### config.mk
export PLATFORM = sky130hd
export DESIGN_NAME = tmds_video_sequencer
export DESIGN_NICKNAME = d
export VERILOG_FILES = /design/src/rtl/tmds_video_sequencer.sv
export SDC_FILE = /design/constraint.sdc
export NUM_CORES = 1
export LEC_CHECK = 0
export CORE_ASPECT_RATIO = 1.5
export CORE_MARGIN = 3
export CORE_UTILIZATION = 47
export DETAILED_ROUTE_END_ITERATION = 10
export PLACE_DENSITY_LB_ADDON = 0.3
export SYNTH_ARGS = -nofsm -noshare
export SYNTH_HDL_FRONTEND = slang
export SYNTH_SLANG_ARGS = --single-unit
### constraint.sdc
create_clock -name pixclk -period 2.7 [get_ports pixclk]
set_input_delay 0.54 -clock pixclk [delete_from_list [all_inputs] [get_ports pixclk]]
set_output_delay 0.54 -clock pixclk [all_outputs]
set_load 0.02 [all_outputs]
### src/rtl/tmds_video_sequencer.sv
// rtl/tmds_video_sequencer.sv - raster timing sequencer with early pixel fetch and aligned TMDS control outputs
module tmds_video_sequencer #(
  parameter int H_ACTIVE = 800,
  parameter int H_FP     = 40,
  parameter int H_SYNC   = 128,
  parameter int H_BP     = 88,
  parameter int V_ACTIVE = 600,
  parameter int V_FP     = 1,
  parameter int V_SYNC   = 4,
  parameter int V_BP     = 23,
  parameter bit SYNC_POL = 1'b1,
  parameter int LEAD     = 2
) (
  input  logic        pixclk,
  input  logic        reset,
  input  logic        en,
  output logic        pix_req,
  output logic [10:0] req_x,
  output logic [9:0]  req_y,
  output logic        de,
  output logic        hsync,
  output logic        vsync,
  output logic [10:0] x,
  output logic [9:0]  y,
  output logic        frame_start,
  output logic        running
);

  localparam logic [10:0] H_LAST   = 11'(H_ACTIVE + H_FP + H_SYNC + H_BP - 1);
  localparam logic [9:0]  V_LAST   = 10'(V_ACTIVE + V_FP + V_SYNC + V_BP - 1);
  localparam logic [10:0] H_ACT    = 11'(H_ACTIVE);
  localparam logic [9:0]  V_ACT    = 10'(V_ACTIVE);
  localparam logic [10:0] HS_START = 11'(H_ACTIVE + H_FP);
  localparam logic [10:0] HS_END   = 11'(H_ACTIVE + H_FP + H_SYNC);
  localparam logic [9:0]  VS_START = 10'(V_ACTIVE + V_FP);
  localparam logic [9:0]  VS_END   = 10'(V_ACTIVE + V_FP + V_SYNC);

  localparam logic [1:0] S_IDLE  = 2'd0;
  localparam logic [1:0] S_RUN   = 2'd1;
  localparam logic [1:0] S_DRAIN = 2'd2;

  // Pipeline tuple: {de, hsync level, vsync level, x, y, frame_start}
  localparam int PW = 25;
  localparam logic [PW-1:0] IDLE_TUPLE = {1'b0, ~SYNC_POL, ~SYNC_POL, 11'd0, 10'd0, 1'b0};

  logic [1:0]    state;
  logic [1:0]    state_next;
  logic [10:0]   h;
  logic [9:0]    v;
  logic          at_frame_end;
  logic          hs_active;
  logic          vs_active;
  logic          fs_raw;
  logic [PW-1:0] pipe_in;
  logic [PW-1:0] pipe [LEAD];

  assign at_frame_end = (h == H_LAST) && (v == V_LAST);
  assign running      = (state != S_IDLE);

  // Start on any cycle from IDLE; stop only after the last cycle of a frame
  always_comb begin
    state_next = state;
    case (state)
      S_IDLE:  if (en) state_next = S_RUN;
      S_RUN:   if (!en) state_next = S_DRAIN;
      S_DRAIN: begin
        if (en) state_next = S_RUN;
        else if (at_frame_end) state_next = S_IDLE;
      end
      default: state_next = S_IDLE;
    endcase
  end

  // State register
  always_ff @(posedge pixclk or posedge reset) begin
    if (reset) state <= S_IDLE;
    else       state <= state_next;
  end

  // Raster counters: held at the origin while idle, free-running otherwise
  always_ff @(posedge pixclk or posedge reset) begin
    if (reset) begin
      h <= '0;
      v <= '0;
    end else if (state == S_IDLE) begin
      h <= '0;
      v <= '0;
    end else if (h == H_LAST) begin
      h <= '0;
      v <= (v == V_LAST) ? '0 : v + 10'd1;
    end else begin
      h <= h + 11'd1;
    end
  end

  // Request stage: issued LEAD cycles ahead of the matching de
  assign pix_req = running && (h < H_ACT) && (v < V_ACT);
  assign req_x   = pix_req ? h : '0;
  assign req_y   = pix_req ? v : '0;

  assign hs_active = (h >= HS_START) && (h < HS_END);
  assign vs_active = (v >= VS_START) && (v < VS_END);
  assign fs_raw    = running && (h == '0) && (v == '0);

  assign pipe_in = running ? {pix_req,
                              hs_active ? SYNC_POL : ~SYNC_POL,
                              vs_active ? SYNC_POL : ~SYNC_POL,
                              h, v, fs_raw}
                           : IDLE_TUPLE;

  // Output alignment pipeline, flushed to the idle tuple on reset
  always_ff @(posedge pixclk or posedge reset) begin
    if (reset) begin
      for (int i = 0; i < LEAD; i++) pipe[i] <= IDLE_TUPLE;
    end else begin
      pipe[0] <= pipe_in;
      for (int i = 1; i < LEAD; i++) pipe[i] <= pipe[i-1];
    end
  end

  assign {de, hsync, vsync, x, y, frame_start} = pipe[LEAD-1];

endmodule

==> results.ini <==
[grt]
grt_antenna_before_repair=0
grt_first_pass_wirelength_mm=10.3
track_usage_pct=17.6
grt_max_degree=60
globalRouteOverflowTotal=0
grt_pass1_vias=2103

[setup_path]
reg2reg_from=h[0]
cpMostUsedCell=buf_4
slowest_delay_ns=0.38
path_cells=a21o_1, a211o_1, a2111oi_4, buf_4, and2_2, buf_4
r2r-end=v[3]
crit_required_ns=2.16
end_kind=output pin
crit_type=reg2out
worstRegToRegCells=5
worst-path-max-fanout=8
cp-startpoint=v[3]
ff2ff_setup_slack_ns=0.52
cp.arrival_ns=2.07
cp-start-kind=flop
cp-endpoint=req_y[5]
cpMaxStageDelayCell=dfrtp_1

[placement]
io_buffers=49
hpwl_mm=4.38
dp_cells=383
gp_congestion=0.835
dp_slack_ns=-0.106

[cells_and_area]
drive_gt1_share_pct=22.1
final_cells=400
area_growth_pct=20.4
final_core_util_pct=59.9
nNetsFinal=329
nFillCells=546
diodes=0

[cts]
clk_latency_ns=0.34
path_clk_slew_ns=0.07
cts_tree=built
clock_sinks=73
cts_made_buffers=9
clockBufferDepth=2
hold_buffers=0
root_buffer=clkbuf_8
htreeDepth=3

[die]
die_h_um=106
ios=51
design.die.area_um2=7710
rows=35
start_util_pct=49.7
die_w_um=72.7
core_um2=6310

[job]
drv_cap=0

[synth]
synthSimpleGateAreaFrac_pct=20.9
syn_inst=275
yosysMostFrequentCell=dfrtp_1
synth_xor_area_share_pct=2.23
synth_mux_area_share_pct=0
ys_top_cells_by_count=73 x dfrtp_1, 24 x and2_1, 22 x buf_4, 22 x nor2_1
yosys_warnings=0
syn_area_um2=3140
synth_top_family_by_area=simple AND/OR/NAND/NOR gates
synth_top_area_share_pct=58.2
yosysTopAreaCell=dfrtp_1
synth_area_leaders=dfrtp_1 58%, buf_4 5.3%, and2_1 4.8%
synth-seq-cells=73
synth-edff-count=0
syn_avg_cell_area_um2=11.4
async_reset_ff_share_pct=100
yosysSeqAreaShare_pct=58.2
synthAdderAreaFrac_pct=1.99
syn_nets=283
synth_compound_area_share_pct=7.58
synth_ff_type=dfrtp_1
yosysUniqueCellTypes=48

[routing]
viasPerCell=5.25
vias=2099
wl_per_cell_um=15.4
postRouteAntennaNets=0
drtPass1Iterations=4
drtIter0Drc=155
routed_wl_mm=6.15
drc=0

[worst_hold_path]
min_path_type=reg2reg

[sta]
period_minus_slack_ns=2.61
skew_ns=0.00865
worst_pin_slew_ns=0.686
relSlewSlack_pct=53.8
finalMaxSlewViolations=0
final-hold-violation-count=0
max_freq_ghz=0.383
setup_viol=0
setup_ws_ns=0.0860
fin_crit_sh_pct=96.8
fin_tns_setup_ns=0

[pwr]
power_density_nw_per_um2=608
p_leak_uw=0.00183
peakVddDrop_v=0.000313

[run_status]
status=finished clean

sequential cells by signal, summed over array words and instances, names as in the netlist, 2 cells and up:
signal / cells
x: 11
pipe: 25
v: 10
y: 10
h: 11
state: 2
critical path, delay by kind of cell (launching register included):
kind                   cells  cell delay (ns)
AO/OA/AOI/OAI              3             0.86
flip-flops                 1             0.38
buffers and inverters      2             0.34
AND/OR/NAND/NOR            1             0.15
kinds of logic (layout without fill, tap and decap cells):
| kind of cell | Yosys count | after routing |
|---|---|---|
| flops | 73 | 73 |
| xor+xnor | 8 | 8 |
| compound gates | 33 | 33 |
| fa+ha+maj | 5 | 5 |
| other cells | 1 | 1 |
| buf+inv | 42 | 93 |
| simple gates | 113 | 113 |
cells in the final DEF (no fill, tap or decap), types with 2 or more instances in the layout:
master / count
clkdlybuf4s50_1: 28
and4_1: 3
o21ai_0: 9
nor4_1: 4
nand3_1: 8
and2_1: 24
bufinv_16: 2
ha_1: 5
clkinv_2: 2
nor2_1: 22
and3_1: 2
dfrtp_1: 73
xnor2_1: 4
xor2_1: 4
buf_6: 2
a41oi_1: 2
and2_2: 12
or3_1: 5
nand2_1: 12
inv_1: 8
buf_2: 12
nor4b_1: 2
a31oi_1: 2
buf_4: 24
a21oi_1: 7
inv_6: 2
nor3_1: 6
clkbuf_8: 10
nor2b_1: 2
o22a_1: 2
nand4_1: 4
per-stage QoR:
step	hold WS [ns]	area (um^2)	total power, uW
floorplan	0.331	3140	1310
global placement	0.331	3620	1380
detailed placement	0.335	3620	1380
CTS	0.351	3770	2320
global route	0.356	3780	2390
finish	0.350	3780	2300
power by group:
group          leakage, uW  internal (uW)  switching (uW)
registers          0.00100           1130            30.6
clock network     0.000117            548             397
logic             0.000705           74.6             117
routing by layer:
metal	GRT usage, %	wire length, um	vias up
li1	-	-	996
met1	21.7	2510	1016
met2	28.5	3170	68
met3	2.84	277	19
met4	10.4	199	0
met5	0	0	-
area by class of cell:
class	instances	area [um^2]	area share, %
clock inverter	6	87.6	2.32
sequential	73	1830	48.4
clock buffer	10	138	3.64
multi-input combinational	160	1030	27.3
timing repair buffer	68	568	15.0
inverter	9	33.8	0.894
tap	74	92.6	2.45
how the worst min path moves through the flow:
stage | from | to | depth (start not counted)
2_1_floorplan | pipe[49] | de | 0
3_3_place_gp | pipe[44] | x[8] | 0
3_5_place_dp | pipe[46] | x[10] | 0
4_1_cts | pipe[46] | x[10] | 0
5_1_grt | pipe[33] | y[7] | 0
6_report | pipe[46] | x[10] | 0
repair_timing:
action,4_1_cts,5_1_grt
endpoints found under the hold margin,0,0
gates resized for setup,78,15
buffers inserted,0,1
setup endpoints to repair,21,19
pin swaps,2,0
cloned,0,0
Note: power is estimated with default switching activity, not from simulation.
